### config.mk
export PLATFORM = sky130hd
export DESIGN_NAME = mux_sel_arbiter_4
export DESIGN_NICKNAME = d
export VERILOG_FILES = /design/src/rtl/mux_sel_arbiter_4.sv
export SDC_FILE = /design/constraint.sdc
export NUM_CORES = 1
export LEC_CHECK = 0
export BUFFER_PORTS_ARGS = -buffer_cell sky130_fd_sc_hd__buf_2
export CAP_MARGIN = 20
export CORE_ASPECT_RATIO = 0.7
export CORE_MARGIN = 4
export CORE_UTILIZATION = 38
export CTS_CLUSTER_DIAMETER = 120
export DETAILED_ROUTE_END_ITERATION = 8
export PLACE_DENSITY = 0.62
export SLEW_MARGIN = 30
export SYNTH_ARGS = -nofsm -noshare
export SYNTH_HDL_FRONTEND = slang
export SYNTH_SLANG_ARGS = --single-unit
### constraint.sdc
create_clock -name clk -period 2.2 [get_ports clk]
set_input_delay 0.44 -clock clk [delete_from_list [all_inputs] [get_ports clk]]
set_output_delay 0.44 -clock clk [all_outputs]
set_load 0.02 [all_outputs]
### src/rtl/mux_sel_arbiter_4.sv
// Four-requester round-robin arbiter that drives the select of mux_4x1 and holds the grant until ack.
// Optional watchdog withdraws an unacknowledged grant; enable it by defining ARB_TIMEOUT_EN.
module mux_sel_arbiter_4 #(
    parameter int unsigned TIMEOUT = 8
) (
    input  logic       clk,
    input  logic       reset,
    input  logic [3:0] req,
    input  logic       ack,
    output logic [1:0] sel,
    output logic [3:0] grant,
    output logic       valid,
    output logic       timeout
);

    if (TIMEOUT < 2 || TIMEOUT > 255) begin : g_timeout_range
        $error("mux_sel_arbiter_4: TIMEOUT must be in 2..255");
    end

    typedef enum logic [0:0] {StIdle, StGrant} state_e;

    state_e     state_q, state_d;
    logic [1:0] ptr_q, ptr_d;
    logic [1:0] sel_q, sel_d;
    logic [3:0] grant_q, grant_d;
    logic       valid_q, valid_d;

    logic [1:0] arb_base;
    logic [1:0] win_idx;
    logic       win_found;

    // While granted, an ack moves the pointer to sel in the same cycle, so arbitrate from sel.
    always_comb begin
        arb_base  = (state_q == StGrant) ? sel_q : ptr_q;
        win_idx   = arb_base;
        win_found = 1'b0;
        for (int i = 1; i <= 4; i++) begin
            if (!win_found && req[arb_base + 2'(i)]) begin
                win_found = 1'b1;
                win_idx   = arb_base + 2'(i);
            end
        end
    end

`ifdef ARB_TIMEOUT_EN
    localparam int unsigned CntW = $clog2(TIMEOUT);
    localparam logic [CntW-1:0] CntMax = CntW'(TIMEOUT - 1);

    logic [CntW-1:0] cnt_q, cnt_d;
    logic            timeout_q, timeout_d;
`endif

    always_comb begin
        state_d = state_q;
        ptr_d   = ptr_q;
        sel_d   = sel_q;
        grant_d = grant_q;
        valid_d = valid_q;
`ifdef ARB_TIMEOUT_EN
        cnt_d     = cnt_q;
        timeout_d = 1'b0;
`endif
        unique case (state_q)
            StIdle: begin
                if (win_found) begin
                    sel_d   = win_idx;
                    grant_d = 4'b0001 << win_idx;
                    valid_d = 1'b1;
                    state_d = StGrant;
`ifdef ARB_TIMEOUT_EN
                    cnt_d = '0;
`endif
                end
            end
            StGrant: begin
                if (ack) begin
                    ptr_d = sel_q;
                    if (win_found) begin
                        sel_d   = win_idx;
                        grant_d = 4'b0001 << win_idx;
`ifdef ARB_TIMEOUT_EN
                        cnt_d = '0;
`endif
                    end else begin
                        grant_d = 4'b0000;
                        valid_d = 1'b0;
                        state_d = StIdle;
                    end
                end
`ifdef ARB_TIMEOUT_EN
                else if (cnt_q == CntMax) begin
                    ptr_d     = sel_q;
                    grant_d   = 4'b0000;
                    valid_d   = 1'b0;
                    timeout_d = 1'b1;
                    state_d   = StIdle;
                end else begin
                    cnt_d = cnt_q + 1'b1;
                end
`endif
            end
            default: state_d = StIdle;
        endcase
    end

    always_ff @(posedge clk or negedge reset) begin
        if (!reset) begin
            state_q <= StIdle;
            ptr_q   <= 2'd3;
            sel_q   <= 2'd0;
            grant_q <= 4'b0000;
            valid_q <= 1'b0;
        end else begin
            state_q <= state_d;
            ptr_q   <= ptr_d;
            sel_q   <= sel_d;
            grant_q <= grant_d;
            valid_q <= valid_d;
        end
    end

`ifdef ARB_TIMEOUT_EN
    always_ff @(posedge clk or negedge reset) begin
        if (!reset) begin
            cnt_q     <= '0;
            timeout_q <= 1'b0;
        end else begin
            cnt_q     <= cnt_d;
            timeout_q <= timeout_d;
        end
    end

    assign timeout = timeout_q;
`else
    assign timeout = 1'b0;
`endif

    assign sel   = sel_q;
    assign grant = grant_q;
    assign valid = valid_q;

endmodule
# == Word level (Yosys, flattened, before mapping) ==
# Index checks and enable logic that the tools add are counted.
# totals
register_bits,10
latch_bits,0
mem_bits_rw,0
rom_bits,0
output_inout_bits,8
mem_count,0
# classes
addsub,3
multipliers,0
div_mod_pow,0
n_lt_le_gt_ge,4
eq_ne,3
n_shift,1
muxes,31
bitwise_logic,1
reduce_logical,9
# ops
operator,n
2-bit two-way mux,7
1-bit two-way mux,13
2-bit by 3-bit less-than comparator with 1-bit output (second input constant),4
4-bit two-way mux,3
1-bit binary-select mux with 2-bit select,4
4-bit one-hot mux with 2 select lines,1
2-bit != test (second input constant),3
2-bit adder (second input constant),2
1-bit one-hot mux with 2 select lines,2
2-bit one-hot mux with 2 select lines,1
2-bit AND reduction,2
1-bit by 2-bit left shift with 4-bit output (first input constant),1
1-bit logical AND,3
1-bit zero test,3
3-bit AND reduction,1
2-bit by 1-bit adder with 2-bit output (second input constant),1
1-bit NOT,1

# == Logic depth before layout (Yosys ltp) ==
# Gate-level depths: netlist of run 1.
# logic_depth
ltp_word,18
depth_mapped,5
depth_no_buf,4

# == Worst setup path before layout of run 1 ==
# Ideal clock, no wire load.
# synth_path
path_kind,input to register
from,input port req[0]
to,"register sel_q[0], in the netlist sel[0]"
setup_ns,0.125
t_arrival_ns,1.401
required_time_ns,2.075
slack_ns,0.674
cell_stages,4
path_cell_list,buf_2 nor4_1 nor2_1 mux2_2
# synth_between
elab_chain_cells,15
elab_cells_between_ends,25
classes_between,19 x mux; 6 x reduce/logical
# synth_lines
element,line_no,rtl
"start, declared",8,"input logic [3:0] req,"
1-bit binary-select mux with 2-bit select,38,if (!win_found && req[arb_base + 2'(i)]) begin
1-bit two-way mux (implied by the code),38,
1-bit two-way mux,38,
1-bit zero test,38,
1-bit logical AND,38,
1-bit two-way mux,38,
1-bit zero test,38,
1-bit logical AND,38,
1-bit two-way mux,38,
1-bit zero test,38,
1-bit logical AND,38,
2-bit two-way mux / 1-bit two-way mux (equally long branches),38,
2-bit two-way mux (*),"65, 78",
2-bit two-way mux,76,if (ack) begin
2-bit one-hot mux with 2 select lines (*),63,unique case (state_q)
"end signal, assigned",116,sel_q <= sel_d;
"end, declared",24,"logic [1:0] sel_q, sel_d;"
# Every way passes the cells marked *; elsewhere a longest branch is shown, timed or not. The select of a mux whose other input is x is not followed.
# A chain may end at the register's enable or synchronous reset.

# == Worst setup path in the final report of run 1 ==
# layout_path
from,register state_q
to,"register grant_q[1], in the netlist grant[1]"
# layout_between
elab_chain_cells,18
elab_cells_between_ends,35
classes_between,3 x add/sub; 2 x eq/ne; 1 x shift; 21 x mux; 1 x bitwise; 7 x reduce/logical
# layout_lines
element,line_no,rtl
"start, declared",22,"state_e state_q, state_d;"
"start signal, assigned",108,state_q <= StIdle;
"start signal, assigned",114,state_q <= state_d;
2-bit two-way mux,34,arb_base = (state_q == StGrant) ? sel_q : ptr_q;
2-bit by 1-bit adder with 2-bit output,"38, 40",
1-bit binary-select mux with 2-bit select,38,
1-bit two-way mux (implied by the code),38,
1-bit two-way mux,38,
1-bit zero test,38,
1-bit logical AND,38,
1-bit two-way mux,38,
(+2 left out),--,
1-bit two-way mux,38,
1-bit zero test,38,
1-bit logical AND,38,
2-bit two-way mux,38,
1-bit by 2-bit left shift with 4-bit output,"67, 80",
4-bit two-way mux,78,if (win_found) begin
4-bit two-way mux,76,
4-bit one-hot mux with 2 select lines,63,
"end signal, assigned",117,grant_q <= grant_d;
"end, declared",25,"logic [3:0] grant_q, grant_d;"
# Parallel ways exist; a longest one is shown, timed or not. The select of a mux whose other input is x is not followed.

==> results of run 1 <==
layout by cell type (no fill, tap or decap), drive strengths merged:
master,count
a211o,1
a2bb2oi,1
and2b,1
o221ai,1
nor3b,2
nand3,4
nor2b,1
o2111ai,3
a21boi,1
nand2,3
o31ai,1
a21oi,4
a211oi,2
nor4,1
or4,1
nor2,10
o21bai,1
conb,1
clkbuf,4
mux2i,3
o21a,2
dfstp,2
mux2,6
inv,2
and3,1
buf,14
o2111a,1
o21ai,9
dfrtp,8
nor3,1
o311ai,3
stage by stage:
stage | hold WS, ps | instances
floorplan | 144 | 84
global placement | 319 | 113
detailed placement | 314 | 113
CTS | 18.5 | 117
global route | 30.5 | 117
finish | 13.1 | 117
power by group:
group | switching, mW | total [mW] | internal [mW]
Combinational | 0.233 | 0.417 | 0.183
Sequential | 0.0933 | 0.361 | 0.268
Clock | 0.0670 | 0.168 | 0.101
final cells by class:
type	count	area share, %
inverter	2	0.901
sequential	10	30.3
tap	22	3.30
timing repair buffer	14	8.71
clock buffer	4	4.35
multi-input combinational	65	52.4
critical path: stages (launching register included):
cell and delay (ps):
dfrtp_1 530, mux2i_2 380, o21ai_0 180, o21a_1 220
o311ai_1 280
sequential cells by signal, summed over array words and instances, names as in the netlist:
signal,cells
ptr_q,2
grant,4
sel,2
valid,1
state_q,1
layer usage:
layer	wire, um	GRT usage [%]	vias up	part of all wire [%]
li1	-	-	340	-
met1	818	19.9	329	45
met2	839	23.2	18	47
met3	125	6.00	5	6.9
met4	19	2.60	0	1.1
met5	0	0	-	0
cells by family (layout without fill, tap and decap cells):
logic type	count (synthesis)	after routing	share of synthesized area [%]
flops	10	10	34.2
other cells	1	1	0.508
mux	9	9	13.7
compound gates	30	30	28.1
simple gates	25	25	16.8
buf+inv	9	20	6.61
path summary, 6_finish.rpt:
path                       slack [ps]              endpoint                 start
min in group clk                  500  grant[0]$_DFFE_PN0P_  grant[0]$_DFFE_PN0P_
hold reg to reg                   500  grant[0]$_DFFE_PN0P_  grant[0]$_DFFE_PN0P_
max in group asynchronous        1930  ptr_q[0]$_DFFE_PN1P_                 reset
hold / removal                     10  grant[3]$_DFFE_PN0P_                 reset
setup / recovery                  510  grant[1]$_DFFE_PN0P_     state_q$_DFF_PN0_
setup reg to reg                  510  grant[1]$_DFFE_PN0P_     state_q$_DFF_PN0_
==> impl_results.md, run 1 <==
- Root buf cell: clkbuf_4
- Startpoint Class: register
- CTS tree: built
- Worst slew pin tran: 609 ps
- Pre-Repair DR Iteration Count: 4
- Chip Width: 60.7 um
- Leak: roughly 0.37 nW
- Largest net degree at the start of global routing: 13
- Area leader, netlist: dfrtp_1
- Synthesized area per cell: 8.79 um2
- Register area share after synthesis: 34.2%
- Post-Syn Area: 738 um2
- Final #Nets: 103
- Ys Warns: 0
- Number of global-route vias before repair: 602
- CTS Buf Count: 3
- RSZ-0062 raised after global routing: no
- Worst slew margin: 59.1%
- Post-CTS resize count: 0
- Synth Net Count: slightly above 90
- Sequential cell area: 253 um2
- CTS max path bufs: 2
- Vias per cell: 5.91
- Final setup fails: 0
- Synth area leaders: dfrtp_1, mux2_2, dfstp_2
- Synth top area share: 27.1%
- CTS Sinks: 10
- Min setup slack post-route: 515 ps
- Layout cells sized above 1: 29.5%
- CP Data Required Time: 2370 ps
- Worst vdd ir: approximately 0.58 mV
- IO buf count: 13
- Period utilization: between 70% and 80%
- Clk slew on worst S/H paths: 70 ps
- Cell Pwr Density: between 1000 and 1500 mW/mm2
- Dominant cell by count in the synthesized netlist: nor2_1
- # hold bufs at CTS: 0
- Reg2Reg Depth: 4
- Ys flop type: dfrtp_1
- Post-route setup TNS: 0 ps
- Layout area overhead: 12.9%
- Top cells by count, synth: nor2_1, o21ai_0, dfrtp_1
- Final hold violations: 0
- Placer congestion estimate: 0.825
- # IOs: 15
- Fillers: 198
- Area post-placement: 797 um2
- Worst slack, placed: 422 ps
- Final Power: approximately 0.95 mW
- GRT Total Usage: 14.9%
- Post-Syn Instances: 84
- Crit path capture type: register
- Starting Density: 39.8%
- Async set or reset register ratio after synthesis: 100%
- Setup bufs post-CTS: 0
- Die area: 0.00272 mm2
- Critical path arrival: 1850 ps
- Core Box Area: 0.00185 mm2
- Routed length per instance: 15.4 um
- Worst Path Max Fanout: 9
- Die height: 44.9 um
- Fin util: between 40% and 50%
- Outcome: finished, final reports clean
- Max Cap Viol: 0
- DP HPWL: 1350 um
- H-Tree Depth: 1
- Starting DRT DRC Count: 19
- Post-synth EDFFs: 0
- Peak Freq: 0.593 GHz
- First-pass GRT wire length: 2900 um
- Seq cells post-synth: 10
- Initial antenna violation count: 0
- Tmin final: about 1700 ps
- # DRC: 0
- HP Class: input port to asynchronous set/reset pin
- Vias post-DR: a little under 700
- Critical path class: register to register
- Multi-input gate area: 437 um2
- Clk_skew: 2.99 ps
- Later-pin clock latency in the skew report: 270 ps
- Row Count: 13
- Yosys cell types: 35
- DRT antenna net count: 0
- Diodes inserted: 0
- Final slew viol count: 0
- Fin area: 833 um2
- Total gr overflow: 0
- Total Routed Length: ~1800 um
Note: power is estimated with default switching activity, not from simulation.
==> run 2: changes to the inputs <==
ABC_AREA = 1   (was not set)
PLACE_DENSITY = 0.64   (was 0.62)
clock period = 1.38 ns   (was 2.2 ns; I/O delays follow)
==> run 2 against run 1 <==
- routed wire length is 34% higher
- area after synthesis is 5.3% higher
- sequential share of layout area is 10 points lower
- via count is 41% higher
- hold slack better by 270 ps
- fmax is 4.1% lower
- register-to-register slack worse by 890 ps
- setup slack worse by 890 ps
- highest routed layer unchanged
- cell count is 67% higher
- the run now ends with negative setup slack left
- clock skew is 0.72 ps higher
==> impl_results.md, run 2 <==
- Outcome: complete, but fails checks
- Failing checks: negative setup slack
- H-Tree Depth: 1
- Max Cap Viol: 0
- Critical path arrival: 1910 ps
- Most frequent cells in the layout: nand2_1, buf_4, nand2_2
- # IOs: 15
- Clk_skew: 3.71 ps
- Total gr overflow: 0
- Post-Syn Area: 777 um2
- Ys Warns: 0
- Vias per cell: roughly 5.0
- Root buf cell: clkbuf_4
- Area leader, netlist: nand2_1
- Max reg flops: 4
- Post-Syn Instances: 128
- Top cells by count, synth: nand2_1, nand3_1, inv_1
- GRT Total Usage: about a fifth
- Tmin final: around 1800 ps
- Post-synth EDFFs: 0
- Starting DRT DRC Count: 32
- RSZ-0062 raised after global routing: yes
- Routed length per instance: 12.4 um
- Commonest non-fill, non-tap cell in the layout: nand2_1
- CTS tree: built
- Number of global-route vias before repair: between 900 and 1,000
- Layout cells sized above 1: 52.6%
- Initial antenna violation count: 0
- Synth Net Count: approximately 140
- Chip Width: 62.0 um
- Diodes inserted: 0
- Finished Layout Cells: 195
- Fillers: 158
- Final #Nets: 181
- Synthesized area per cell: roughly 6 um2
- Synth top area share: 29.5%
- Period utilization: 127%
- HP Class: input port to register
- DP HPWL: 1560 um
- Largest net degree at the start of global routing: 11
- Final hold violations: 0
- Placer congestion estimate: 0.850
- Critical path class: register to register
- Yosys cell types: 18
- DRT antenna net count: 0
- Ys flop type: dfrtp_1
- Peak Freq: 0.569 GHz
- Async set or reset register ratio after synthesis: 100%
- Final slew viol count: 0
- IO buf count: 13
- Clk slew on worst S/H paths: 60 ps
- Worst Path Max Fanout: 6
- CTS max path bufs: 2
- Vias post-DR: 974
- Starting Density: about 41%
- Total Routed Length: 2410 um
- # DRC: 0
- First-pass GRT wire length: 3910 um
- Later-pin clock latency in the skew report: 270 ps
- Seq cells post-synth: 10
- Startpoint Class: register
- Layout area overhead: 63.4%
- Synth area leaders: nand2_1, dfrtp_1, nand3_1
- CTS Buf Count: 3
- CP Data Required Time: 1540 ps
- Pre-Repair DR Iteration Count: 4
- Post-route setup TNS: -2830 ps
- Dominant cell by count in the synthesized netlist: nand2_1
- Die height: approximately 46 um
- Core Box Area: 0.00190 mm2
- Row Count: 13
- Register area share after synthesis: 32.5%
- Min setup slack post-route: -377 ps
- Final setup fails: 8
- Die area: 0.00284 mm2
- Crit path capture type: register
- CTS Sinks: 10
- Placed Instances: between 150 and 200
## run 2: cell count changes in the layout (fill, tap and decap cells not counted), sizes merged, moves of 3 or more
| cell | delta |
|---|---|
| o2111ai | -3 |
| o311ai | -3 |
| buf | +27 |
| nor2 | -4 |
| mux2i | -3 |
| nand3 | +9 |
| inv | +11 |
| a21oi | -3 |
| nand2 | +69 |
| mux2 | -6 |
## run 2: what timing repair did
action	in CTS	in global routing
buffers inserted	12	3
gates resized for setup	34	12
endpoints found under the setup margin	8	8
hold buffers	1	0
endpoints found under the hold margin	8	0
cloned	0	0
pin swaps	19	11
## run 2: kinds of logic (layout without fill, tap and decap cells)
| logic type | Yosys count | count (layout) | share of synthesized area [%] |
|---|---|---|---|
| flops | 10 | 10 | 32.5 |
| compound gates | 10 | 10 | 6.92 |
| other cells | 1 | 1 | 0.483 |
| simple gates | 93 | 93 | 52.8 |
| buf+inv | 14 | 59 | 7.25 |
## run 2: area by class of cell
| class | count | area, um2 | share of cell area [%] |
|---|---|---|---|
| Clock buffer | 4 | 36.3 | 2.86 |
| Inverter | 13 | 53.8 | 4.24 |
| Multi-Input combinational cell | 104 | 606 | 47.7 |
| Sequential cell | 10 | 254 | 20.0 |
| Tap cell | 22 | 27.5 | 2.17 |
| Timing Repair Buffer | 42 | 293 | 23.1 |
## run 2: layer usage
metal / global-route usage [%] / vias up / routed length, um
met5: 0 / - / 0
met2: 30.6 / 29 / 1130
li1: - / 491 / -
met3: 7.65 / 4 / 147
met1: 24.1 / 450 / 1100
met4: 4.66 / 0 / 36
## run 2: final timing paths
path | startpoint | end | slack (ps) | cells after the start
max in group asynchronous | reset | ptr_q[1]$_DFFE_PN1P_ | 730 | 2
hold reg to reg | valid$_DFFE_PN0P_ | valid$_DFFE_PN0P_ | 480 | 2
setup reg to reg | state_q$_DFF_PN0_ | grant[1]$_DFFE_PN0P_ | -380 | 13
setup / recovery | state_q$_DFF_PN0_ | grant[1]$_DFFE_PN0P_ | -380 | 13
hold / removal | ack | state_q$_DFF_PN0_ | 280 | 2
min in group asynchronous | reset | grant[3]$_DFFE_PN0P_ | 390 | 2
## run 2: per-stage QoR
| stage | cell area (um2) | setup slack [ps] | hold slack, ps | utilization [%] |
|---|---|---|---|---|
| floorplan | 785 | -278 | -19.6 | - |
| global placement | 967 | -429 | 147 | 50.8 |
| detailed placement | 967 | -446 | 149 | 50.8 |
| CTS | 1210 | -373 | 280 | 63.7 |
| global route | 1270 | -522 | 264 | 66.7 |
| finish | 1270 | -377 | 283 | 66.7 |
## run 2: worst max-delay path, cell delays in order, from the launching register on
cell,delay (ps)
dfrtp_2,460
buf_4,150
nand2_1,70
nand2_2,70
nand2_1,110
nand2_4,80
nand2_2,80
nand2_2,80
nor2_4,150
nand2_4,90
nor2_4,130
nor2_2,70
nand3_2,70
nand2_1,50
Power of run 2 is not shown: default switching activity piles up to over one toggle a cycle in this logic, so the estimate is an artifact.
==> run 3: changes to the inputs <==
SKIP_LAST_GASP = 1   (was not set)
==> run 3 against run 2 <==
- clock skew is 1.0 ps higher
- global-route usage decreased by 0.35 points
- design area increased by 8.7%
- fmax down 2.4%
- the run still ends with negative setup slack left
- critical endpoint unchanged
==> impl_results.md, run 3 (synthesis gave the netlist of run 2 again) <==
- Total gr overflow: 0
- H-Tree Depth: 1
- IO buf count: 13
- Starting Density: between 40% and 50%
- Startpoint Class: register
- CP Data Required Time: about 1500 ps
- GRT met1 Usage: 24.4%
- Area post-placement: just under 0.001 mm2
- # DRC: 0
- Critical path class: register to register
- Diodes inserted: 0
- DP HPWL: 1560 um
- Layout area overhead: 77.6%
- Row Count: 13
- Worst Path Max Fanout: 6
- Later-pin clock latency in the skew report: 270 ps
- Final setup fails: 8
- Layout cells sized above 1: 59.7%
- Most Used Layer, Global Route: met2
- Critical path arrival: 1960 ps
- Cells on Worst Hold Path: 2
- Clk slew on worst S/H paths: about 60 ps
- Most common cell on crit path: nand2_4
- CTS Sinks: 10
- Die area: 0.00284 mm2
- Max reg flops: 4
- Starting DRT DRC Count: 31
- CTS max path bufs: 2
- Vias post-DR: 998
- Largest net degree at the start of global routing: 11
- Tmin final: 1800 ps
- Placer congestion estimate: roughly 0.85
- Clk_skew: between 4 and 5 ps
- Final #Nets: 184
- CTS Buf Count: 3
- Final slew viol count: 0
- Die height: 45.8 um
- Outcome: complete, but fails checks
- Total Routed Length: ~2700 um
- Reg2Reg Depth: 13
- Fin Hold WS: 307 ps
- DRT antenna net count: 0
- Period utilization: 130%
- First-pass GRT wire length: between 3000 and 4000 um
- Worst path slowest cell: dfstp_2
- Worst path cell trace: nand2_4 -> nand2_4 -> buf_4 -> nand2_2 -> nand2_4 -> nand2_4 -> nand2_4 -> nor2_4 -> nand2_4 -> nand2_4 -> buf_4 -> nand3_1 -> nand2_1
- Vias per cell: around 5
- RSZ-0062 raised after global routing: yes
- CTS tree: built
- Fin area: 0.00138 mm2
- GRT Total Usage: 18.8%
- CP peak stage delay: 580 ps
- Failing checks: negative setup slack
- HP Class: input port to register
- Number of global-route vias before repair: between 900 and 1,000
- Root buf cell: clkbuf_4
- Min setup slack post-route: -420 ps
- Max Cap Viol: 0
- Final hold violations: 0
- Pre-Repair DR Iteration Count: 4
- Met2 Resource Use GR: 28.9%
- # IOs: 15
- Most frequent cells in the layout: nand2_1, buf_4, nand2_2
- Initial antenna violation count: 0
- Met3 Usage GRT: under 10%
- Routed length per instance: around 13 um
- Post-route setup TNS: -3080 ps
- Core Box Area: about 0.0019 mm2
- Peak Freq: 0.556 GHz
- Chip Width: 62.0 um
- Crit path capture type: register
==> run 3: cell count changes in the layout (fill, tap and decap cells not counted), moves of 2 or more <==
cell     delta
nand2_8     +2
buf_4       +4
nand2_1    -11
nand2_4     +8
o21ai_1     +2
==> run 3: path summary, 6_finish.rpt <==
kind | slack, ps | end | start
min in group asynchronous | 390 | grant[3]$_DFFE_PN0P_ | reset
max reg2reg | -420 | grant[1]$_DFFE_PN0P_ | ptr_q[0]$_DFFE_PN1P_
max in group asynchronous | 740 | ptr_q[1]$_DFFE_PN1P_ | reset
max | -420 | grant[1]$_DFFE_PN0P_ | ptr_q[0]$_DFFE_PN1P_
min | 310 | state_q$_DFF_PN0_ | ack
min reg2reg | 490 | valid$_DFFE_PN0P_ | valid$_DFFE_PN0P_
==> run 3: worst max-delay path, delay by kind of cell, from the launching register on <==
kind                   cells  cell delay (ps)
buffers and inverters      2              270
DFF                        1              580
and+or+nand+nor           11              840
==> run 3: metrics by stage <==
step,setup slack (ps),std cells,util (%)
5_1_grt,-529,198,72.5
3_5_place_dp,-446,175,50.8
2_1_floorplan,-278,128,-
4_1_cts,-373,192,63.5
6_report,-420,198,72.5
3_3_place_gp,-429,175,50.8
==> run 3: repair_timing <==
action | CTS | global route
resized for setup | 33 | 36
pin swaps | 19 | 29
hold endpoints to repair | 8 | 0
buffers inserted | 12 | 6
hold buffers | 1 | 0
setup endpoints to repair | 8 | 8
==> run 3: area by class of cell <==
cell class                 instances  area [um2]
multi-input combinational        104         697
fill                             135         523
timing repair buffer              45         312
sequential                        10         254
inverter                          13        53.8
clock buffer                       4        36.3
tap                               22        27.5
==> run 3: per-layer routing <==
layer	vias up	wire length, um
li1	498	-
met1	470	1160
met2	26	1320
met3	4	140
met4	0	46
met5	-	0
Power of run 3 is left out for the same reason.
